===== src/rtl/instr_mem_loader_pkg.sv =====
// instr_mem_loader_pkg
//   Shared definitions for the instruction-memory loader: FSM state encoding,
//   frame constants and small helper functions.
//   No ports (package).
package instr_mem_loader_pkg;

  // Loader FSM states.
  typedef enum logic [2:0] {
    ST_IDLE   = 3'd0,
    ST_LEN_HI = 3'd1,
    ST_LEN_LO = 3'd2,
    ST_DATA   = 3'd3,
    ST_WRITE  = 3'd4,
    ST_CHECK  = 3'd5,
    ST_DONE   = 3'd6,
    ST_ERROR  = 3'd7
  } state_e;

  localparam logic [7:0]  SYNC_BYTE   = 8'hA5;
  localparam int          BYTE_W      = 8;
  localparam int          WORD_W      = 32;
  localparam int          LEN_W       = 16;
  localparam logic [31:0] WORD_STRIDE = 32'd4;

  // Running frame checksum: XOR of all data bytes.
  function automatic logic [7:0] chk_update(input logic [7:0] chk, input logic [7:0] b);
    return chk ^ b;
  endfunction

  // States that sit inside a frame waiting for a byte; only these are timed.
  function automatic logic in_frame(input state_e s);
    return (s == ST_LEN_HI) || (s == ST_LEN_LO) || (s == ST_DATA) || (s == ST_CHECK);
  endfunction

endpackage


===== src/rtl/instr_mem_loader_if.sv =====
// instr_mem_loader_if
//   Bundles the byte-stream handshake and the instruction-memory write port.
//   master : byte source / observer (drives byte_valid, byte_data)
//   slave  : the loader (drives byte_ready, im_write_*, core_reset, load_done, load_error)
interface instr_mem_loader_if;
  import instr_mem_loader_pkg::*;

  logic              byte_valid;
  logic [BYTE_W-1:0] byte_data;
  logic              byte_ready;
  logic              im_write_en;
  logic [WORD_W-1:0] im_write_addr;
  logic [WORD_W-1:0] im_write_data;
  logic              core_reset;
  logic              load_done;
  logic              load_error;

  modport master (
    output byte_valid, byte_data,
    input  byte_ready, im_write_en, im_write_addr, im_write_data,
    input  core_reset, load_done, load_error
  );

  modport slave (
    input  byte_valid, byte_data,
    output byte_ready, im_write_en, im_write_addr, im_write_data,
    output core_reset, load_done, load_error
  );

endinterface


===== src/rtl/instr_mem_loader_timeout.sv =====
// instr_mem_loader_timeout
//   Idle-cycle counter. Counts enabled cycles since the last clear and flags
//   expiry on the TIMEOUT_CYC-th consecutive enabled cycle.
//   clk, rst    : clock, asynchronous active-high reset
//   clr_i       : restart count at zero (wins over en_i)
//   en_i        : count this cycle
//   expired_o   : this is the TIMEOUT_CYC-th idle cycle
module instr_mem_loader_timeout #(
  parameter int unsigned TIMEOUT_CYC = 1_000_000
) (
  input  logic clk,
  input  logic rst,
  input  logic clr_i,
  input  logic en_i,
  output logic expired_o
);

  localparam int unsigned CNT_W = (TIMEOUT_CYC < 2) ? 1 : $clog2(TIMEOUT_CYC);
  localparam logic [CNT_W-1:0] LAST = CNT_W'(TIMEOUT_CYC - 1);

  logic [CNT_W-1:0] cnt_q;
  logic [CNT_W-1:0] cnt_d;

  // Next count: clear, advance (saturating at LAST) or hold.
  always_comb begin
    cnt_d = cnt_q;
    if (clr_i) begin
      cnt_d = '0;
    end else if (en_i && (cnt_q != LAST)) begin
      cnt_d = cnt_q + CNT_W'(1);
    end else begin
      cnt_d = cnt_q;
    end
  end

  // Count register.
  always_ff @(posedge clk or posedge rst) begin
    if (rst) begin
      cnt_q <= '0;
    end else begin
      cnt_q <= cnt_d;
    end
  end

  // cnt_q holds the number of idle cycles already elapsed, so LAST marks the final one.
  assign expired_o = en_i && !clr_i && (cnt_q == LAST);

endmodule


===== src/rtl/instr_mem_loader.sv =====
// instr_mem_loader
//   Receives a framed program image (A5, LEN_HI, LEN_LO, 4*N data bytes, XOR checksum),
//   assembles big-endian words and writes them to instruction memory at consecutive
//   word addresses from BASE_ADDR. Holds the core in reset until a load completes
//   with a matching checksum.
//   clk, rst : clock, asynchronous active-high reset
//   bus      : instr_mem_loader_if.slave (byte stream in, memory write port and status out)
module instr_mem_loader
  import instr_mem_loader_pkg::*;
#(
  parameter logic [31:0] BASE_ADDR   = 32'h0000_0000,
  parameter int unsigned MAX_WORDS   = 256,
  parameter int unsigned TIMEOUT_CYC = 1_000_000
) (
  input  logic                 clk,
  input  logic                 rst,
  instr_mem_loader_if.slave    bus
);

  state_e             state_q,      state_d;
  logic [7:0]         len_hi_q,     len_hi_d;
  logic [LEN_W-1:0]   words_left_q, words_left_d;
  logic [1:0]         byte_cnt_q,   byte_cnt_d;
  logic [WORD_W-1:0]  word_q,       word_d;
  logic [7:0]         chk_q,        chk_d;
  logic [WORD_W-1:0]  addr_q,       addr_d;
  logic               wr_en_q,      wr_en_d;
  logic               core_reset_q, core_reset_d;
  logic               done_q,       done_d;
  logic               err_q,        err_d;

  logic               accept_s;
  logic               sync_s;
  logic [LEN_W-1:0]   len_s;
  logic               timer_clr_s;
  logic               timer_en_s;
  logic               expired_s;

  // WRITE is the only cycle in which no byte can be taken.
  assign bus.byte_ready = (state_q != ST_WRITE);
  assign accept_s       = bus.byte_valid && bus.byte_ready;
  assign sync_s         = accept_s && (bus.byte_data == SYNC_BYTE);
  assign len_s          = {len_hi_q, bus.byte_data};

  // Timer runs only while waiting for a byte inside a frame.
  assign timer_en_s  = in_frame(state_q) && !accept_s;
  assign timer_clr_s = !in_frame(state_q) || accept_s;

  instr_mem_loader_timeout #(
    .TIMEOUT_CYC(TIMEOUT_CYC)
  ) u_timeout (
    .clk       (clk),
    .rst       (rst),
    .clr_i     (timer_clr_s),
    .en_i      (timer_en_s),
    .expired_o (expired_s)
  );

  // Next-state and datapath updates for the frame parser.
  always_comb begin
    state_d      = state_q;
    len_hi_d     = len_hi_q;
    words_left_d = words_left_q;
    byte_cnt_d   = byte_cnt_q;
    word_d       = word_q;
    chk_d        = chk_q;
    addr_d       = addr_q;
    wr_en_d      = 1'b0;
    core_reset_d = core_reset_q;
    done_d       = done_q;
    err_d        = err_q;

    case (state_q)
      ST_IDLE, ST_DONE, ST_ERROR: begin
        // Only SYNC starts a frame here; everything else is discarded.
        if (sync_s) begin
          state_d      = ST_LEN_HI;
          core_reset_d = 1'b1;
          done_d       = 1'b0;
          err_d        = 1'b0;
          addr_d       = BASE_ADDR;
          chk_d        = 8'h00;
          byte_cnt_d   = 2'd0;
        end else begin
          state_d = state_q;
        end
      end

      ST_LEN_HI: begin
        if (expired_s) begin
          state_d      = ST_ERROR;
          core_reset_d = 1'b1;
          err_d        = 1'b1;
        end else if (accept_s) begin
          len_hi_d = bus.byte_data;
          state_d  = ST_LEN_LO;
        end else begin
          state_d = state_q;
        end
      end

      ST_LEN_LO: begin
        if (expired_s) begin
          state_d      = ST_ERROR;
          core_reset_d = 1'b1;
          err_d        = 1'b1;
        end else if (accept_s) begin
          words_left_d = len_s;
          if ({16'd0, len_s} > MAX_WORDS) begin
            state_d      = ST_ERROR;
            core_reset_d = 1'b1;
            err_d        = 1'b1;
          end else if (len_s == 16'd0) begin
            state_d = ST_CHECK;
          end else begin
            state_d = ST_DATA;
          end
        end else begin
          state_d = state_q;
        end
      end

      ST_DATA: begin
        if (expired_s) begin
          state_d      = ST_ERROR;
          core_reset_d = 1'b1;
          err_d        = 1'b1;
        end else if (accept_s) begin
          word_d     = {word_q[23:0], bus.byte_data};
          chk_d      = chk_update(chk_q, bus.byte_data);
          byte_cnt_d = byte_cnt_q + 2'd1;
          // Strobe is registered so it lines up with the WRITE cycle.
          if (byte_cnt_q == 2'd3) begin
            state_d = ST_WRITE;
            wr_en_d = 1'b1;
          end else begin
            state_d = ST_DATA;
          end
        end else begin
          state_d = state_q;
        end
      end

      ST_WRITE: begin
        addr_d       = addr_q + WORD_STRIDE;
        words_left_d = words_left_q - 16'd1;
        if (words_left_q == 16'd1) begin
          state_d = ST_CHECK;
        end else begin
          state_d = ST_DATA;
        end
      end

      ST_CHECK: begin
        if (expired_s) begin
          state_d      = ST_ERROR;
          core_reset_d = 1'b1;
          err_d        = 1'b1;
        end else if (accept_s) begin
          if (bus.byte_data == chk_q) begin
            state_d      = ST_DONE;
            core_reset_d = 1'b0;
            done_d       = 1'b1;
          end else begin
            state_d      = ST_ERROR;
            core_reset_d = 1'b1;
            err_d        = 1'b1;
          end
        end else begin
          state_d = state_q;
        end
      end

      default: begin
        state_d      = ST_IDLE;
        core_reset_d = 1'b1;
      end
    endcase
  end

  // State and datapath registers.
  always_ff @(posedge clk or posedge rst) begin
    if (rst) begin
      state_q      <= ST_IDLE;
      len_hi_q     <= 8'h00;
      words_left_q <= 16'd0;
      byte_cnt_q   <= 2'd0;
      word_q       <= 32'h0000_0000;
      chk_q        <= 8'h00;
      addr_q       <= BASE_ADDR;
      wr_en_q      <= 1'b0;
      core_reset_q <= 1'b1;
      done_q       <= 1'b0;
      err_q        <= 1'b0;
    end else begin
      state_q      <= state_d;
      len_hi_q     <= len_hi_d;
      words_left_q <= words_left_d;
      byte_cnt_q   <= byte_cnt_d;
      word_q       <= word_d;
      chk_q        <= chk_d;
      addr_q       <= addr_d;
      wr_en_q      <= wr_en_d;
      core_reset_q <= core_reset_d;
      done_q       <= done_d;
      err_q        <= err_d;
    end
  end

  assign bus.im_write_en   = wr_en_q;
  assign bus.im_write_addr = addr_q;
  assign bus.im_write_data = word_q;
  assign bus.core_reset    = core_reset_q;
  assign bus.load_done     = done_q;
  assign bus.load_error    = err_q;

endmodule

===== src/flat_wrapper.sv =====
// flat-port wrapper written by rule: the top's interface ports become plain ports
module instr_mem_loader_flat import instr_mem_loader_pkg::*;
#(
  parameter logic [31:0] BASE_ADDR   = 32'h0000_0000,
  parameter int unsigned MAX_WORDS   = 256,
  parameter int unsigned TIMEOUT_CYC = 1_000_000
)
  (clk, rst, bus_byte_valid, bus_byte_data, bus_byte_ready, bus_im_write_en, bus_im_write_addr, bus_im_write_data, bus_core_reset, bus_load_done, bus_load_error);
  instr_mem_loader_if bus_i ();
  input  logic clk;
  input  logic rst;
  input wire logic [$bits(bus_i.byte_valid)-1:0] bus_byte_valid;
  input wire logic [$bits(bus_i.byte_data)-1:0] bus_byte_data;
  output wire logic [$bits(bus_i.byte_ready)-1:0] bus_byte_ready;
  output wire logic [$bits(bus_i.im_write_en)-1:0] bus_im_write_en;
  output wire logic [$bits(bus_i.im_write_addr)-1:0] bus_im_write_addr;
  output wire logic [$bits(bus_i.im_write_data)-1:0] bus_im_write_data;
  output wire logic [$bits(bus_i.core_reset)-1:0] bus_core_reset;
  output wire logic [$bits(bus_i.load_done)-1:0] bus_load_done;
  output wire logic [$bits(bus_i.load_error)-1:0] bus_load_error;
  assign bus_i.byte_valid = bus_byte_valid;
  assign bus_i.byte_data = bus_byte_data;
  assign bus_byte_ready = bus_i.byte_ready;
  assign bus_im_write_en = bus_i.im_write_en;
  assign bus_im_write_addr = bus_i.im_write_addr;
  assign bus_im_write_data = bus_i.im_write_data;
  assign bus_core_reset = bus_i.core_reset;
  assign bus_load_done = bus_i.load_done;
  assign bus_load_error = bus_i.load_error;
  instr_mem_loader #(.BASE_ADDR(BASE_ADDR), .MAX_WORDS(MAX_WORDS), .TIMEOUT_CYC(TIMEOUT_CYC)) u_core (.clk(clk), .rst(rst), .bus(bus_i));
endmodule

===== config.mk =====
export PLATFORM = sky130hd
export DESIGN_NAME = instr_mem_loader_flat
export DESIGN_NICKNAME = d
export VERILOG_FILES = /design/src/rtl/instr_mem_loader_pkg.sv /design/src/rtl/instr_mem_loader_if.sv /design/src/rtl/instr_mem_loader_timeout.sv /design/src/rtl/instr_mem_loader.sv /design/src/flat_wrapper.sv
export SDC_FILE = /design/constraint.sdc
export NUM_CORES = 1
export LEC_CHECK = 0
export ABC_AREA = 1
export CORE_AREA = 2 2 130 132
export CTS_CLUSTER_DIAMETER = 40
export CTS_CLUSTER_SIZE = 16
export DETAILED_ROUTE_END_ITERATION = 10
export DIE_AREA = 0 0 132 134
export PLACE_DENSITY = 0.64
export SLEW_MARGIN = 40
export SYNTH_ARGS = -nofsm -noshare
export SYNTH_HDL_FRONTEND = slang
export SYNTH_HIERARCHICAL = 1
export SYNTH_SLANG_ARGS = --single-unit

===== constraint.sdc =====
create_clock -name clk -period 7.8 [get_ports clk]
set_input_delay 1.56 -clock clk [delete_from_list [all_inputs] [get_ports clk]]
set_output_delay 1.56 -clock clk [all_outputs]
set_load 0.02 [all_outputs]

==> impl_metrics.env, run 1 <==
export IMPL_outcome="completed"
export IMPL_final_setup_viol_count=0
export IMPL_syn_area_per_cell_um2=7.14
export IMPL_cts_made_buffers=17
export IMPL_fin_crit_sh_pct=57.5
export IMPL_grt_pass1_wl_um=30900
export IMPL_worstSetupEndpointType="flop"
export IMPL_worstSkewPairLatency_ns=0.42
export IMPL_hold_depth=2
export IMPL_dr_total_vias=6685
export IMPL_drtIter0Drc=486
export IMPL_die_w_um=132
export IMPL_start_util_pct=44.5
export IMPL_finClkSkew_ns=0.00892
export IMPL_wl_per_cell_um=13.9
export IMPL_worst_path_max_delay_cell="clkinv_2"
export IMPL_grt_pass1_vias=6227
export IMPL_io_buffers=77
export IMPL_arrival_ns=4.81
export IMPL_slew_headroom_pct=50.8
export IMPL_ys_seq_area_share_pct=42.5
export IMPL_diodes=0
export IMPL_yosys_register_bits=123
export IMPL_mostFrequentLayoutCells="nand2_1 (314), nor2_1 (130), dfrtp_1 (122)"
export IMPL_antenna_found_initial=0
export IMPL_die_h_um=134
export IMPL_postCtsSetupBuffers=0
export IMPL_synth_cell_types=47
export IMPL_min_period_ns=4.49
export IMPL_setup_tns_ns=0
export IMPL_postLayoutCoreUtil_pct=53.5
export IMPL_p_per_area_nw_per_um2=377
export IMPL_cts_buffer_depth=2
export IMPL_min_path_type="flop to flop"
export IMPL_dp_hpwl_um=13100
export IMPL_vdd_drop_max_uv=195
export IMPL_critPathBufInv=5
export IMPL_rows=47
export IMPL_synth_area_um2=7250
export IMPL_cp_required_ns=8.12
export IMPL_final_common_cell="nand2_1"
export IMPL_hp_start="u_core/byte_cnt_q[1]"
export IMPL_cts_clk_slew_worst_paths_ns=0.06
export IMPL_vias_per_cell=5.07
export IMPL_synth_cells=1015
export IMPL_totalWireLength_um=18400
export IMPL_criticalPathCategory="primary input to flop"
export IMPL_cpLargestDelayFamily="buffers and inverters"
export IMPL_drc_errors=0
export IMPL_ys_flop_type="dfrtp_1"
export IMPL_core_area_um2=16300
export IMPL_holdPathEnd="u_core/byte_cnt_q[1]"
export IMPL_first_pass_iters=5
export IMPL_root_buffer="clkbuf_16"
export IMPL_die_area_um2=17700
export IMPL_clock_fmax_mhz=223
export IMPL_p_total_mw=3.28
export IMPL_grt_use_total_pct=21.6
export IMPL_cap_violations=0
export IMPL_max_stage_delay_ns=0.59
export IMPL_crit_path_cell_trace="clkdlybuf4s50_1 -> inv_1 -> nand2_1 -> inv_1 -> nand2_1 -> nor2_1 -> nor3_4 -> buf_4 -> clkinv_2 -> o22ai_2"
export IMPL_cts_resized=0
export IMPL_r2r_end="u_core/chk_q[3]"
export IMPL_ff2ff_path_depth=11
export IMPL_async_flop_share_pct=100
export IMPL_grt_max_degree=65
export IMPL_reg2reg_from="u_core/state_q[2]"
export IMPL_ant_nets=0
export IMPL_critPathMaxFanout=48
export IMPL_worst_pin_slew_ns=0.737
export IMPL_rsz0062_at_grt="no"
export IMPL_gp_congestion=0.901
export IMPL_p_leak_nw=4.01
export IMPL_drive_above_1_share_pct=7.37
export IMPL_clock_sinks=123
export IMPL_synth_edf_count=0
export IMPL_yosysWarnings=6
export IMPL_htree_levels=4
export IMPL_reg2reg_slack_ns=4.20
export IMPL_drv_slew=0
export IMPL_final_nets=1102
export IMPL_grt_overflow=0
export IMPL_io_pins=80
export IMPL_hold_viol=0
export IMPL_cts_hold_buffers=0
export IMPL_cts_tree="yes"
export IMPL_startpoint_type="primary input"
export IMPL_syn2layout_area_growth_pct=20.2
[metrics by stage]
| step | area, um2 | worst slack (ns) | std cells | hold slack (ns) |
|---|---|---|---|---|
| after global routing | 8710 | 3.04 | 1319 | 0.491 |
| after detailed placement | 8130 | 2.89 | 1287 | 0.472 |
| after floorplan | 7250 | 3.54 | 1016 | 0.446 |
| after CTS | 8710 | 3.33 | 1319 | 0.484 |
| after global placement | 8130 | 3.01 | 1287 | 0.457 |
| final | 8710 | 3.31 | 1319 | 0.475 |
[layout make-up]
type | count | area (um2)
clock buffer | 19 | 433
clock inverter | 13 | 145
fill | 1602 | 7570
inverter | 121 | 460
multi-input combinational | 743 | 3520
sequential | 123 | 3080
tap | 220 | 275
timing repair buffer | 80 | 797
[cell usage after synthesis (8+ instances only)]
| master | n | share of area [%] |
|---|---|---|
| buf_2 | 8 | 0.55 |
| nand2_1 | 314 | 16 |
| inv_1 | 111 | 5.7 |
| nand4_1 | 19 | 1.6 |
| inv_2 | 9 | 0.47 |
| xor2_1 | 15 | 1.8 |
| nand3_1 | 85 | 5.9 |
| o21ai_1 | 31 | 2.1 |
| dfrtp_1 | 122 | 42 |
| nor2_1 | 130 | 6.7 |
| nor3_1 | 15 | 1.0 |
| a21oi_1 | 14 | 0.97 |
| o21ai_0 | 56 | 3.9 |
[how the worst max path moves through the flow]
stage	depth (start not counted)	startpoint	end
finish	10	bus_byte_valid	u_core/chk_q[3]
global route	11	bus_byte_valid	u_core/bus.im_write_data[29]
CTS	11	bus_byte_valid	u_core/bus.im_write_data[1]
detailed placement	11	bus_byte_valid	u_core/bus.im_write_data[6]
global placement	10	bus_byte_valid	u_core/chk_q[2]
floorplan	1	rst	u_core/bus.im_write_addr[10]
[worst min-delay path, cell delays in order, from the launching register on]
cell and delay (ns):
dfrtp_1 0.34, nand2_1 0.05, nand2_1 0.05
[state kept, by name (all words and copies together) (netlist names), 2 cells and up]
signal                    count
u_core/bus.im_write_addr     30
u_core/bus.im_write_data     32
u_core/byte_cnt_q             2
u_core/chk_q                  8
u_core/len_hi_q               8
u_core/state_q                3
u_core/u_timeout/cnt_q       20
u_core/words_left_q          16
[report_power, final]
part | switching, mW | internal [mW]
registers | 0.222 | 0.877
logic | 0.873 | 0.529
clock network | 0.309 | 0.473
total | 1.40 | 1.88
[layer usage]
metal  track usage, %  part of all wire (%)
met1             28.9                    46
met5                0                     0
met4             8.09                   2.2
met3             4.72                   5.0
met2             34.7                    47
[cell families (layout without fill, tap and decap cells)]
kind of cell	after synthesis	in the layout	share of synthesized area (%)
flops	123	123	42.5
compound gates	125	125	10.1
buf+inv	150	233	9.03
fa+ha+maj	5	5	0.863
xor+xnor	16	16	1.93
simple gates	595	595	35.6
other cells	1	2	0.0517
(Power assumes the default switching activity.)
==> run 2, diff against run 1 <==
==> constraint.sdc (replaced) <==
create_clock -name clk -period 4.3 [get_ports clk]
set_input_delay 0.86 -clock clk [delete_from_list [all_inputs] [get_ports clk]]
set_output_delay 0.86 -clock clk [all_outputs]
set_load 0.02 [all_outputs]
==> run 2 against run 1 <==
Effect of this change: sequential share of layout area fell by 0.15 points; via count fell by 0.73%; cell count rose by 0.15%; sequential cell count did not move; sequential power rose by 81%; die area did not move; core utilization rose by 0.23 points; combinational power rose by 82%; clock skew rose by 0.0024 ns; total power rose by 81%; critical endpoint is now bus_byte_ready; largest cell class unchanged; largest power group unchanged.
==> impl_metrics.env, run 2 (synthesis results as in run 1) <==
export IMPL_core_area_um2=16300
export IMPL_drv_slew=0
export IMPL_root_buffer="clkbuf_16"
export IMPL_syn2layout_area_growth_pct=20.7
export IMPL_dp_cells=1290
export IMPL_reg2reg_slack_ns=1.64
export IMPL_vdd_drop_max_uv=489
export IMPL_p_total_mw=5.95
export IMPL_cts_made_buffers=17
export IMPL_wl_per_cell_um=13.6
export IMPL_htree_levels=4
export IMPL_hold_depth=2
export IMPL_slew_headroom_pct=48.8
export IMPL_criticalPathCategory="flop to output port"
export IMPL_worst_pin_slew_ns=0.767
export IMPL_final_cells=1321
export IMPL_io_buffers=77
export IMPL_ff2ff_path_depth=16
export IMPL_hold_viol=0
export IMPL_dp_hpwl_um=12900
export IMPL_totalWireLength_um=18000
export IMPL_final_setup_viol_count=0
export IMPL_cp_required_ns=3.44
export IMPL_gp_congestion=0.912
export IMPL_dp_slack_ns=1.05
export IMPL_min_path_type="flop to flop"
export IMPL_start_util_pct=44.5
export IMPL_final_nets=1105
export IMPL_startpoint_type="flop"
export IMPL_cts_hold_buffers=0
export IMPL_finClkSkew_ns=0.0113
export IMPL_worst_slack_ns=1.34
export IMPL_hp_start="u_core/bus.core_reset"
export IMPL_setup_tns_ns=0
export IMPL_drtIter0Drc=466
export IMPL_r2r_end="u_core/words_left_q[6]"
export IMPL_fin_crit_sh_pct=68.8
export IMPL_cts_tree="yes"
export IMPL_critPathMaxFanout=30
export IMPL_dr_total_vias=6636
export IMPL_drive_above_1_share_pct=7.63
export IMPL_postCtsSetupBuffers=0
export IMPL_grt_pass1_vias=6207
export IMPL_drc_errors=0
export IMPL_cts_clk_slew_worst_paths_ns=0.06
export IMPL_grt_max_degree=70
export IMPL_fillers=1645
export IMPL_worstSetupEndpointType="output port"
export IMPL_clock_fmax_mhz=338
export IMPL_die_w_um=132
export IMPL_cts_buffer_depth=2
export IMPL_largest_register_ffs=32
export IMPL_grt_use_total_pct=21.1
export IMPL_rows=47
export IMPL_first_pass_iters=5
export IMPL_worstSkewPairLatency_ns=0.42
export IMPL_p_leak_nw=4.02
export IMPL_antenna_found_initial=0
export IMPL_io_pins=80
export IMPL_vias_per_cell=5.02
export IMPL_whs_ns=0.467
export IMPL_cap_violations=0
export IMPL_arrival_ns=2.10
export IMPL_holdPathEnd="u_core/bus.core_reset"
export IMPL_final_common_cell="nand2_1"
export IMPL_p_per_area_nw_per_um2=680
export IMPL_rsz0062_at_grt="no"
export IMPL_cts_resized=0
export IMPL_clock_sinks=123
export IMPL_die_h_um=134
export IMPL_min_period_ns=2.96
export IMPL_diodes=0
export IMPL_reg2reg_from="u_core/state_q[2]"
export IMPL_grt_pass1_wl_um=30200
export IMPL_grt_overflow=0
export IMPL_outcome="completed"
export IMPL_die_area_um2=17700
export IMPL_ant_nets=0
export IMPL_mostFrequentLayoutCells="nand2_1 (314), nor2_1 (130), dfrtp_1 (122)"
-- run 2: cell count changes in the layout (fill, tap and decap cells not counted), sizes merged --
cell and change:
inv +2, clkinvlp +1, buf +3, clkinv -4
-- run 2: report_power, final --
part / total [mW] / leakage [nW] / switching [mW] / internal, mW
Sequential: 1.99 / 1.56 / 0.400 / 1.59
Clock: 1.41 / 0.273 / 0.542 / 0.871
Combinational: 2.55 / 2.19 / 1.58 / 0.971
-- run 2: routing by layer --
metal	vias to the layer above	share of wire, %	GRT usage, %
li1	3396	-	-
met1	3075	47	27.7
met2	143	48	35.1
met3	22	3.8	3.70
met4	0	1.7	7.79
met5	-	0	0
-- run 2: worst max-delay path by stage --
stage / end / from / cells after the start
after detailed placement: u_core/words_left_q[5] / bus_byte_valid / 14
after global routing: u_core/words_left_q[6] / bus_byte_valid / 15
after global placement: u_core/words_left_q[6] / bus_byte_valid / 15
final: bus_byte_ready / u_core/state_q[2] / 3
after CTS: bus_byte_ready / u_core/state_q[2] / 3
after floorplan: u_core/bus.im_write_addr[10] / rst / 1
-- run 2: through the flow --
step                      area [um2]  util [%]
after CTS                       8750      53.7
after global routing            8750      53.7
after floorplan                 7250         -
after global placement          8170      50.1
final                           8750      53.7
after detailed placement        8170      50.1
-- run 2: worst max-delay path, stage by stage, from the launching register on --
cell and delay [ns]:
dfrtp_1 0.50, nand2_1 0.12, buf_4 0.36, clkdlybuf4s50_1 0.69
-- run 2: area by class of cell --
cell class | count | area, um2 | share of cell area [%]
well taps | 220 | 275 | 3.15
inverters | 121 | 463 | 5.29
multi-input cells | 743 | 3520 | 40.3
repair buffers | 83 | 828 | 9.46
clock buffers | 19 | 443 | 5.06
clock inverters | 12 | 139 | 1.59
flip-flops and latches | 123 | 3080 | 35.2
